--- src/rtl/clk_freq_monitor_if.sv ---
// Signal bundle between clk_freq_monitor and its environment.
// With STICKY_ERR_EN defined the bundle also carries clr_err and sticky_err.
interface clk_freq_monitor_if #(
    parameter int CNT_W = 16
);
    logic             enable;
    logic             mon_toggle;
    logic [CNT_W-1:0] meas_cnt;
    logic             meas_valid;
    logic             too_fast;
    logic             too_slow;
    logic             freq_ok;
    logic             fault_rst;
`ifdef STICKY_ERR_EN
    logic             clr_err;
    logic             sticky_err;

    modport master (
        output enable, mon_toggle, clr_err,
        input  meas_cnt, meas_valid, too_fast, too_slow, freq_ok, fault_rst, sticky_err
    );
    modport slave (
        input  enable, mon_toggle, clr_err,
        output meas_cnt, meas_valid, too_fast, too_slow, freq_ok, fault_rst, sticky_err
    );
`else
    modport master (
        output enable, mon_toggle,
        input  meas_cnt, meas_valid, too_fast, too_slow, freq_ok, fault_rst
    );
    modport slave (
        input  enable, mon_toggle,
        output meas_cnt, meas_valid, too_fast, too_slow, freq_ok, fault_rst
    );
`endif
endinterface

--- src/rtl/clk_freq_monitor.sv ---
// Windowed edge-count frequency monitor with lock/unlock debounce FSM.
// Optional macro STICKY_ERR_EN adds a sticky loss-of-lock flag (sticky_err/clr_err).
module clk_freq_monitor #(
    parameter int WIN_CYCLES = 1000,
    parameter int EXP_CNT    = 250,
    parameter int TOL        = 5,
    parameter int CNT_W      = 16,
    parameter int GOOD_WINS  = 4,
    parameter int BAD_WINS   = 2
) (
    input  logic               clkin_50M,
    input  logic               reset_n,
    clk_freq_monitor_if.slave  mon
);
    localparam int WIN_W = (WIN_CYCLES > 1) ? $clog2(WIN_CYCLES) : 1;
    localparam int GC_W  = $clog2(GOOD_WINS + 1);
    localparam int BC_W  = $clog2(BAD_WINS + 1);
    // Lower bound clamps at zero so a tolerance wider than the target never wraps.
    localparam int LO_I  = (EXP_CNT > TOL) ? EXP_CNT - TOL : 0;
    localparam int HI_I  = EXP_CNT + TOL;
    localparam logic [CNT_W:0]   LO       = (CNT_W+1)'(LO_I);
    localparam logic [CNT_W:0]   HI       = (CNT_W+1)'(HI_I);
    localparam logic [WIN_W-1:0] WIN_LAST = WIN_W'(WIN_CYCLES - 1);

    typedef enum logic [1:0] {UNLOCKED, CHECKING, LOCKED, DEGRADED} state_t;

    logic             s1, s2, s3;
    logic             edge_det;
    logic [WIN_W-1:0] win_cnt;
    logic [CNT_W-1:0] edge_cnt;
    logic [CNT_W-1:0] cnt_next;
    logic             win_end;
    logic             fast, slow, good;
    state_t           state;
    logic [GC_W-1:0]  good_cnt;
    logic [BC_W-1:0]  bad_cnt;

    assign edge_det = s2 ^ s3;
    assign win_end  = mon.enable && (win_cnt == WIN_LAST);
    assign cnt_next = (&edge_cnt) ? edge_cnt : edge_cnt + CNT_W'(edge_det);
    assign fast     = {1'b0, cnt_next} > HI;
    assign slow     = {1'b0, cnt_next} < LO;
    assign good     = !fast && !slow;

    // NOTE: clocked state uses non-blocking (<=) so every flop samples pre-edge values.
    always_ff @(posedge clkin_50M or negedge reset_n) begin
        if (!reset_n) begin
            s1 <= 1'b0;
            s2 <= 1'b0;
            s3 <= 1'b0;
        end else begin
            s1 <= mon.mon_toggle;
            s2 <= s1;
            s3 <= s2;
        end
    end

    always_ff @(posedge clkin_50M or negedge reset_n) begin
        if (!reset_n) begin
            win_cnt  <= '0;
            edge_cnt <= '0;
        end else if (!mon.enable || win_end) begin
            win_cnt  <= '0;
            edge_cnt <= '0;
        end else begin
            win_cnt  <= win_cnt + WIN_W'(1);
            edge_cnt <= cnt_next;
        end
    end

    always_ff @(posedge clkin_50M or negedge reset_n) begin
        if (!reset_n) begin
            mon.meas_cnt   <= '0;
            mon.meas_valid <= 1'b0;
            mon.too_fast   <= 1'b0;
            mon.too_slow   <= 1'b0;
        end else begin
            mon.meas_valid <= win_end;
            if (win_end) begin
                mon.meas_cnt <= cnt_next;
                mon.too_fast <= fast;
                mon.too_slow <= slow;
            end
        end
    end

    // Lock debounce; freq_ok/fault_rst are registered alongside the state they reflect.
    always_ff @(posedge clkin_50M or negedge reset_n) begin
        if (!reset_n) begin
            state         <= UNLOCKED;
            good_cnt      <= '0;
            bad_cnt       <= '0;
            mon.freq_ok   <= 1'b0;
            mon.fault_rst <= 1'b1;
        end else if (win_end) begin
            case (state)
                UNLOCKED: begin
                    if (good) begin
                        if (GOOD_WINS == 1) begin
                            state         <= LOCKED;
                            mon.freq_ok   <= 1'b1;
                            mon.fault_rst <= 1'b0;
                        end else begin
                            state    <= CHECKING;
                            good_cnt <= GC_W'(1);
                        end
                    end
                end
                CHECKING: begin
                    if (!good) begin
                        state    <= UNLOCKED;
                        good_cnt <= '0;
                    end else if (int'(good_cnt) + 1 >= GOOD_WINS) begin
                        state         <= LOCKED;
                        good_cnt      <= '0;
                        mon.freq_ok   <= 1'b1;
                        mon.fault_rst <= 1'b0;
                    end else begin
                        good_cnt <= good_cnt + GC_W'(1);
                    end
                end
                LOCKED: begin
                    if (!good) begin
                        if (BAD_WINS == 1) begin
                            state         <= UNLOCKED;
                            mon.freq_ok   <= 1'b0;
                            mon.fault_rst <= 1'b1;
                        end else begin
                            state   <= DEGRADED;
                            bad_cnt <= BC_W'(1);
                        end
                    end
                end
                DEGRADED: begin
                    if (good) begin
                        state   <= LOCKED;
                        bad_cnt <= '0;
                    end else if (int'(bad_cnt) + 1 >= BAD_WINS) begin
                        state         <= UNLOCKED;
                        bad_cnt       <= '0;
                        mon.freq_ok   <= 1'b0;
                        mon.fault_rst <= 1'b1;
                    end else begin
                        bad_cnt <= bad_cnt + BC_W'(1);
                    end
                end
                default: state <= UNLOCKED;
            endcase
        end
    end

`ifdef STICKY_ERR_EN
    logic drop_lock;

    assign drop_lock = win_end && !good &&
                       ((state == LOCKED && BAD_WINS == 1) ||
                        (state == DEGRADED && int'(bad_cnt) + 1 >= BAD_WINS));

    // Setting has priority so a loss of lock is never lost to a simultaneous clear.
    always_ff @(posedge clkin_50M or negedge reset_n) begin
        if (!reset_n) begin
            mon.sticky_err <= 1'b0;
        end else if (drop_lock) begin
            mon.sticky_err <= 1'b1;
        end else if (mon.clr_err) begin
            mon.sticky_err <= 1'b0;
        end
    end
`endif

endmodule

--- src/flat_wrapper.sv ---
// flat-port wrapper written by rule: the top's interface ports become plain ports
module clk_freq_monitor_flat 
#(
    parameter int WIN_CYCLES = 1000,
    parameter int EXP_CNT    = 250,
    parameter int TOL        = 5,
    parameter int CNT_W      = 16,
    parameter int GOOD_WINS  = 4,
    parameter int BAD_WINS   = 2
)
  (clkin_50M, reset_n, mon_enable, mon_mon_toggle, mon_meas_cnt, mon_meas_valid, mon_too_fast, mon_too_slow, mon_freq_ok, mon_fault_rst);
  clk_freq_monitor_if #(.CNT_W(CNT_W)) mon_i ();
  input  logic clkin_50M;
  input  logic reset_n;
  input wire logic [$bits(mon_i.enable)-1:0] mon_enable;
  input wire logic [$bits(mon_i.mon_toggle)-1:0] mon_mon_toggle;
  output wire logic [$bits(mon_i.meas_cnt)-1:0] mon_meas_cnt;
  output wire logic [$bits(mon_i.meas_valid)-1:0] mon_meas_valid;
  output wire logic [$bits(mon_i.too_fast)-1:0] mon_too_fast;
  output wire logic [$bits(mon_i.too_slow)-1:0] mon_too_slow;
  output wire logic [$bits(mon_i.freq_ok)-1:0] mon_freq_ok;
  output wire logic [$bits(mon_i.fault_rst)-1:0] mon_fault_rst;
  assign mon_i.enable = mon_enable;
  assign mon_i.mon_toggle = mon_mon_toggle;
  assign mon_meas_cnt = mon_i.meas_cnt;
  assign mon_meas_valid = mon_i.meas_valid;
  assign mon_too_fast = mon_i.too_fast;
  assign mon_too_slow = mon_i.too_slow;
  assign mon_freq_ok = mon_i.freq_ok;
  assign mon_fault_rst = mon_i.fault_rst;
  clk_freq_monitor #(.WIN_CYCLES(WIN_CYCLES), .EXP_CNT(EXP_CNT), .TOL(TOL), .CNT_W(CNT_W), .GOOD_WINS(GOOD_WINS), .BAD_WINS(BAD_WINS)) u_core (.clkin_50M(clkin_50M), .reset_n(reset_n), .mon(mon_i));
endmodule
--- config.mk ---
export PLATFORM = sky130hd
export DESIGN_NAME = clk_freq_monitor_flat
export DESIGN_NICKNAME = d
export VERILOG_FILES = /design/src/rtl/clk_freq_monitor_if.sv /design/src/rtl/clk_freq_monitor.sv /design/src/flat_wrapper.sv
export SDC_FILE = /design/constraint.sdc
export NUM_CORES = 1
export LEC_CHECK = 0
export CAP_MARGIN = 5
export CORE_MARGIN = 3
export CORE_UTILIZATION = 57
export CTS_CLUSTER_DIAMETER = 200
export DETAILED_ROUTE_END_ITERATION = 10
export PLACE_DENSITY_LB_ADDON = 0.3
export REMOVE_ABC_BUFFERS = 1
export SLEW_MARGIN = 10
export SYNTH_ARGS = -nofsm -noshare
export SYNTH_HDL_FRONTEND = slang
export SYNTH_SLANG_ARGS = --single-unit
export TNS_END_PERCENT = 50
--- constraint.sdc ---
create_clock -name clkin_50M -period 3 [get_ports clkin_50M]
set_input_delay 0.9 -clock clkin_50M [delete_from_list [all_inputs] [get_ports clkin_50M]]
set_output_delay 0.9 -clock clkin_50M [all_outputs]
set_load 0.05 [all_outputs]
==> metrics.md, run 1 <==
| Metric | Value |
|---|---|
| First-pass iteration count of the detailed router | 4 |
| Reg2reg start | u_core.s2$_DFF_PN0_ |
| Std-Cell Core Area | 4560 µm² |
| R2R Path End | u_core.good_cnt[1]$_DFFE_PN0P_ |
| R2R setup slack | 0.15 ns |
| Yosys reg bits | 57 |
| Wire per inst | 14.9 µm |
| I/O pins | 25 |
| H-tree depth | 3 |
| Clock insertion delay at the later pin of the skew report | 0.33 ns |
| Critical Setup Path Class | reg -> reg |
| Final wirelength | 5.76 mm |
| Status | complete, no violations |
| Pwr dens | 491 nW/µm² |
| Placed cell count | 370 |
| Synth Area in Compound Gates | 14.6% |
| Pre-CTS WS | 0.119 ns |
| Initial antenna violation count | 0 |
| CP required | 3.20 ns |
| Die Ht | 76.4 µm |
| Post-DP HPWL | 4.14 mm |
| Worst Path Max Fanout | 7 |
| Post-DRT Antenna Nets | 0 |
| CTS buffer count | 9 |
| Multi-input logic area | 1310 µm² |
| Library cells used by synthesis | 57 |
| Period minus WS final | 2.85 ns |
| Slew Limit Fails | 0 |
| Die area | 5830 µm² |
| PortBufs | 24 |
| Initial drt markers | 197 |
| Layout area overhead | 20.0% |
| Fin worst setup slack | 0.146 ns |
| MaxCap Viol Count | 0 |
| Final net count | 327 |
| Worst-margin pin slew | 0.580 ns |
| Number of global-route vias before repair | 2,158 |
| Vias per Instance | 5.71 |
| Fin Hold WS | 0.365 ns |
| Max rail drop VDD | 0.000439 V |
| Share of cells above drive strength 1 | 14.2% |
| Post-synthesis sequential area ratio | 50.6% |
| Post-Syn Area | 2820 µm² |
| First-pass GRT wire length | 10.1 mm |
| Largest family of logic cells by synthesized area | simple AND/OR/NAND/NOR gates |
| Hold path startpoint | u_core.s1$_DFF_PN0_ |
| Clk buf depth | 2 |
| XOR/XNOR Fraction of Synth Area | 4.65% |
| Setup crit end kind | flop |
| CP startpoint kind | flop |
| Row Count | 24 |
| Post-synth ARST share | 100% |
| Starting Density | 61.9% |
| DRC Markers | 0 |
| Vias | 2,214 |
| Fillers | 326 |
| All-Layer GR Usage | 21.6% |
| Post-Syn Instances | 285 |
| F_max | 350 MHz |
| Clock Tree Root | clkbuf_8 |
| Grt total ovfl | 0 |
| Final setup skew | 0.00593 ns |
| Worst reg-to-reg path cell count | 10 |
| Mapped Avg Cell Area | 9.91 µm² |
| Unrepaired setup endpoints after global routing | no |
| Part of the cycle the worst path needs | 95.1% |
| Hold_buf cts | 0 |
| Main synth FF type | dfrtp_1 |
| Tightest Hold Check Type | reg -> reg |
| ANT cells | 0 |
| Largest net degree at the start of global routing | 24 |
| TNS Setup | 0 ns |
| CTS tree | yes |
| CTS clk-pin slew, worst paths | 0.07 ns |
| Ys Warns | 0 |
| Hold path cells | 0 |
| Hold Path End | u_core.s2$_DFF_PN0_ |
| Fin. Hold Viols | 0 |
| Synth Area in Adders | 2.22% |
| Clock Sink Count | 57 |
| Worst path arrival time | 3.06 ns |
| Die width | 76.4 µm |
| Simple-Gate Fraction of Synth Area | 23.7% |
| Setup violators final | 0 |
| Sequential cell area | 1430 µm² |
| CP Launch Point | u_core.s2$_DFF_PN0_ |
| Final std cells w/o fill | 388 |
| Leak | 0.00153 µW |
| Slew margin rel. | 61.4% |
| EDFF count, synth | 0 |
| GPL Wtd Cong | 0.892 |
| Mux contribution to synthesized area | 1.06% |
==> cells by family (layout without fill, tap and decap cells) <==
group / after synthesis / after routing
fa+ha+maj: 5 / 5
simple gates: 122 / 122
mux: 3 / 3
flops: 57 / 57
compound gates: 62 / 62
xor+xnor: 15 / 15
buf+inv: 21 / 59
==> synthesized netlist by cell type (all sizes together), types with 2 or more instances <==
master   instances  area [µm²]
a31oi            2        12.5
a21oi            9        45.0
clkbuf           6        22.5
a21boi           2        15.0
xnor2            6        52.6
nor2            32         128
o21ai           31         155
nand3           14        82.6
and2             4        25.0
or3              4        26.3
nor4             4        46.3
a21o             2        16.3
nor2b            3        18.8
a221oi           2        23.8
nand4            7        65.1
inv             11        41.3
o21a             2        15.0
nor3             5        25.0
buf              4        27.5
and3             9        58.8
ha               5        62.6
o2bb2ai          2        17.5
a2bb2oi          3        38.8
dfrtp           56        1400
mux2i            3        30.0
nand2           34         130
xor2             9        78.8
==> layout make-up <==
class	instances	area share [%]
Inverter	11	1.22
Multi-Input combinational cell	207	38.8
Timing Repair Buffer	32	8.71
Sequential cell	57	42.1
Clock buffer	11	4.47
Clock inverter	5	2.29
Tap cell	65	2.40
==> where the power goes <==
group	leakage [µW]	switching [µW]	internal (µW)
clock	0.000115	310	510
combinational	0.000642	37.8	18.9
sequential	0.000771	10.9	778
total	0.00153	358	1310
==> per-stage QoR <==
step / power [µW] / util (%) / cell area [µm²]
finish: 1660 / 74.2 / 3390
detailed placement: 861 / 68.7 / 3140
global route: 1730 / 74.2 / 3390
global placement: 859 / 68.7 / 3140
CTS: 1670 / 73.7 / 3360
floorplan: 828 / - / 2770
==> worst max-delay path by stage <==
stage                                      to  slack [ns]  cells past startpoint
2_1_floorplan  u_core.good_cnt[1]$_DFFE_PN0P_        0.38                      9
3_3_place_gp    u_core.bad_cnt[0]$_DFFE_PN0P_        0.29                     10
3_5_place_dp    u_core.bad_cnt[0]$_DFFE_PN0P_        0.12                     10
4_1_cts        u_core.mon.freq_ok$_DFFE_PN0P_        0.08                     10
5_1_grt        u_core.good_cnt[1]$_DFFE_PN0P_        0.02                     10
6_report       u_core.good_cnt[1]$_DFFE_PN0P_        0.15                     10
==> worst max-delay path: stages, from the launching register on <==
cell	delay [ns]
dfrtp_1	0.39
xor2_1	0.17
ha_1	0.21
nand2_2	0.16
nor4_4	0.07
or4_2	0.56
a221oi_2	0.36
nand4_2	0.23
buf_4	0.22
a21oi_1	0.23
o32ai_2	0.13
==> cells in the final DEF (no fill, tap or decap), drive strengths merged, types with 2 or more instances in the layout <==
cell	synthesis	final
o21ai	31	31
a21o	2	2
and3	9	9
nor4	4	4
nor2	32	32
buf	4	9
clkdlybuf4s50	0	23
xnor2	6	6
o2bb2ai	2	2
a221oi	2	2
o21a	2	2
a21boi	2	2
nor3	5	5
nand4	7	7
ha	5	5
nor2b	3	3
or3	4	4
inv	11	11
bufinv	0	2
nand3	14	14
a21oi	9	9
mux2i	3	3
and2	4	4
nand2	34	34
a31oi	2	2
a2bb2oi	3	3
clkbuf	6	11
xor2	9	9
clkinv	0	2
dfrtp	56	56
==> layer usage <==
| layer | wire length [µm] | GRT usage (%) |
|---|---|---|
| met3 | 254 | 4.49 |
| met5 | 0 | 0 |
| met4 | 116 | 10.1 |
| met1 | 2580 | 28.2 |
| met2 | 2810 | 34.6 |
==> sequential cells by signal, summed over array words and instances, names as in the netlist, 2 cells and up, named ones only <==
signal	count
u_core.win_cnt	10
u_core.bad_cnt	2
u_core.edge_cnt	16
u_core.good_cnt	3
u_core.mon.meas_cnt	16
==> repair_timing <==
| action | CTS | global route |
|---|---|---|
| setup buffers | 0 | 2 |
| resized for setup | 0 | 1 |
| endpoints found under the setup margin | 0 | 5 |
(Power assumes the default switching activity.)
==> run 2, diff against run 1 <==
Settings changed: CTS_CLUSTER_DIAMETER 200 to 150, PLACE_DENSITY set to 0.88, PLACE_DENSITY_LB_ADDON 0.3 to not set.
==> metrics.md, run 2 (synthesis gave the netlist of run 1 again) <==
| Metric | Value |
|---|---|
| Die Ht | 76.4 µm |
| Vias | 2,181 |
| Std-Cell Core Area | 4560 µm² |
| Unrepaired setup endpoints after global routing | no |
| CTS tree | yes |
| Die width | 76.4 µm |
| Clock network power share | 44.1% |
| Final setup skew | 0.00834 ns |
| First-pass GRT wire length | 9.80 mm |
| Commonest non-fill, non-tap cell in the layout | dfrtp_1 |
| Hold path cells | 0 |
| Part of the cycle the worst path needs | 93.3% |
| GRT busiest layer | met2 |
| Critical Setup Path Class | reg -> reg |
| Total Power | 1520 µW |
| Leak | 0.00149 µW |
| Hold_buf cts | 0 |
| Post-CTS setup buffer count | 0 |
| All-Layer GR Usage | 20.9% |
| CTS clk-pin slew, worst paths | 0.06 ns |
| GRT met1 Usage | 25.1% |
| Slew Limit Fails | 0 |
| Tightest Hold Check Type | reg -> reg |
| Worst Path Max Fanout | 12 |
| F_max | 357 MHz |
| First-pass iteration count of the detailed router | 4 |
| Sw Pwr | 331 µW |
| Hold Path End | u_core.s2$_DFF_PN0_ |
| Placed inst area | 3150 µm² |
| Comb pwr share | 3.8% |
| Largest net degree at the start of global routing | 58 |
| Clock Sink Count | 57 |
| Int Power | 1190 µW |
| Final wirelength | 5.53 mm |
| Setup violators final | 0 |
| Wire per inst | 14.3 µm |
| Status | complete, no violations |
| PortBufs | 24 |
| Grt total ovfl | 0 |
| Placed cell count | 370 |
| CP startpoint kind | flop |
| Setup crit end kind | flop |
| Number of global-route vias before repair | 2,201 |
| Pwr dens | 453 nW/µm² |
| Final std cells w/o fill | 386 |
| Worst reg-to-reg path cell count | 10 |
| DRC Markers | 0 |
| Switch share | 21.9% |
| Met3 Usage GRT | 6.15% |
| Row Count | 24 |
| Initial antenna violation count | 0 |
| GPL Wtd Cong | 0.938 |
| Layout area overhead | 18.6% |
| Top flop regs | u_core.edge_cnt: 16 flops, u_core.mon.meas_cnt: 16 flops, u_core.win_cnt: 10 flops |
| Slew margin rel. | 37.9% |
| Commonest non-fill, non-tap cells in the layout | 56 x dfrtp_1, 33 x nand2_1, 31 x nor2_1 |
| Post-DRT Antenna Nets | 0 |
| Period minus WS final | 2.80 ns |
| H-tree depth | 3 |
| CP required | 3.27 ns |
| Worst-margin pin slew | 0.931 ns |
| Max rail drop VDD | 0.000333 V |
| Fillers | 342 |
| MaxCap Viol Count | 0 |
| Share of cells above drive strength 1 | 13.4% |
| CTS buffer count | 9 |
| Sequential power share | 52.0% |
| Clock Tree Root | clkbuf_8 |
| Hold path startpoint | u_core.s1$_DFF_PN0_ |
| TNS Setup | 0 ns |
| Post-DP HPWL | 3.96 mm |
| Final net count | 325 |
| Reg2reg start | u_core.s3$_DFF_PN0_ |
| Final Instance Area | 3350 µm² |
| Clk buf depth | 2 |
| Clock insertion delay at the later pin of the skew report | 0.33 ns |
| Initial drt markers | 133 |
| Die area | 5830 µm² |
| Fin. Hold Viols | 0 |
| R2R setup slack | 0.20 ns |
| Worst path arrival time | 3.06 ns |
| Grt met2 use | 35.5% |
| I/O pins | 25 |
| ANT cells | 0 |
| Starting Density | 61.9% |
| Vias per Instance | 5.65 |
-- run 2: cell types whose count changed in the layout (fill, tap and decap cells not counted), sizes merged --
cell / previous run / this run
buf: 9 / 7
bufinv: 2 / 0
clkinvlp: 1 / 0
clkbuf: 11 / 14
-- run 2: how the worst max path moves through the flow --
stage / startpoint / end / slack, ns
floorplan: u_core.s3$_DFF_PN0_ / u_core.good_cnt[1]$_DFFE_PN0P_ / 0.38
global placement: u_core.s3$_DFF_PN0_ / u_core.mon.freq_ok$_DFFE_PN0P_ / 0.31
detailed placement: u_core.s2$_DFF_PN0_ / flop / 0.17
CTS: u_core.s2$_DFF_PN0_ / flop / 0.14
global route: u_core.s2$_DFF_PN0_ / flop / 0.01
finish: u_core.s3$_DFF_PN0_ / flop / 0.20
-- run 2: cell type report --
type | count | area (µm²) | area share (%)
clock buffers | 14 | 183 | 5.45
well taps | 65 | 81.3 | 2.43
clock inverters | 2 | 10.0 | 0.299
repair buffers | 30 | 293 | 8.74
multi-input cells | 207 | 1310 | 39.2
inverters | 11 | 41.3 | 1.23
flip-flops and latches | 57 | 1430 | 42.6
-- run 2: through the flow --
stage	util, %	hold slack [ns]	setup slack [ns]
after global placement	69.0	0.364	0.309
after detailed placement	69.0	0.369	0.168
after floorplan	-	0.331	0.381
after global routing	73.4	0.382	0.0127
after CTS	73.2	0.383	0.145
final	73.4	0.381	0.202
-- run 2: power groups by stage --
stage / clock, µW / combinational (µW) / sequential (µW)
6_report: 669 / 58.2 / 789
5_1_grt: 717 / 68.2 / 790
4_1_cts: 682 / 59.9 / 789
3_5_place_dp: 0 / 59.9 / 803
3_3_place_gp: 0 / 56.4 / 802
2_1_floorplan: 0 / 28.5 / 800
-- run 2: worst max-delay path, stage by stage, from the launching register on --
cell       delay, ns
dfrtp_1         0.38
xor2_1          0.18
ha_1            0.22
nand2_2         0.12
nor4_4          0.07
or4_2           0.55
a221oi_2        0.35
nand4_2         0.33
buf_4           0.27
nor2_4          0.12
a2bb2oi_2       0.13
-- run 2: timing repair --
item | CTS | global route
endpoints found under the hold margin | 0 | 0
setup endpoints to repair | 0 | 7
gates resized for setup | 0 | 1
-- run 2: layer usage --
layer / wire (µm) / share of wire [%]
met5: 0 / 0
met4: 110 / 2.0
met3: 278 / 5.0
met2: 2700 / 49
met1: 2440 / 44
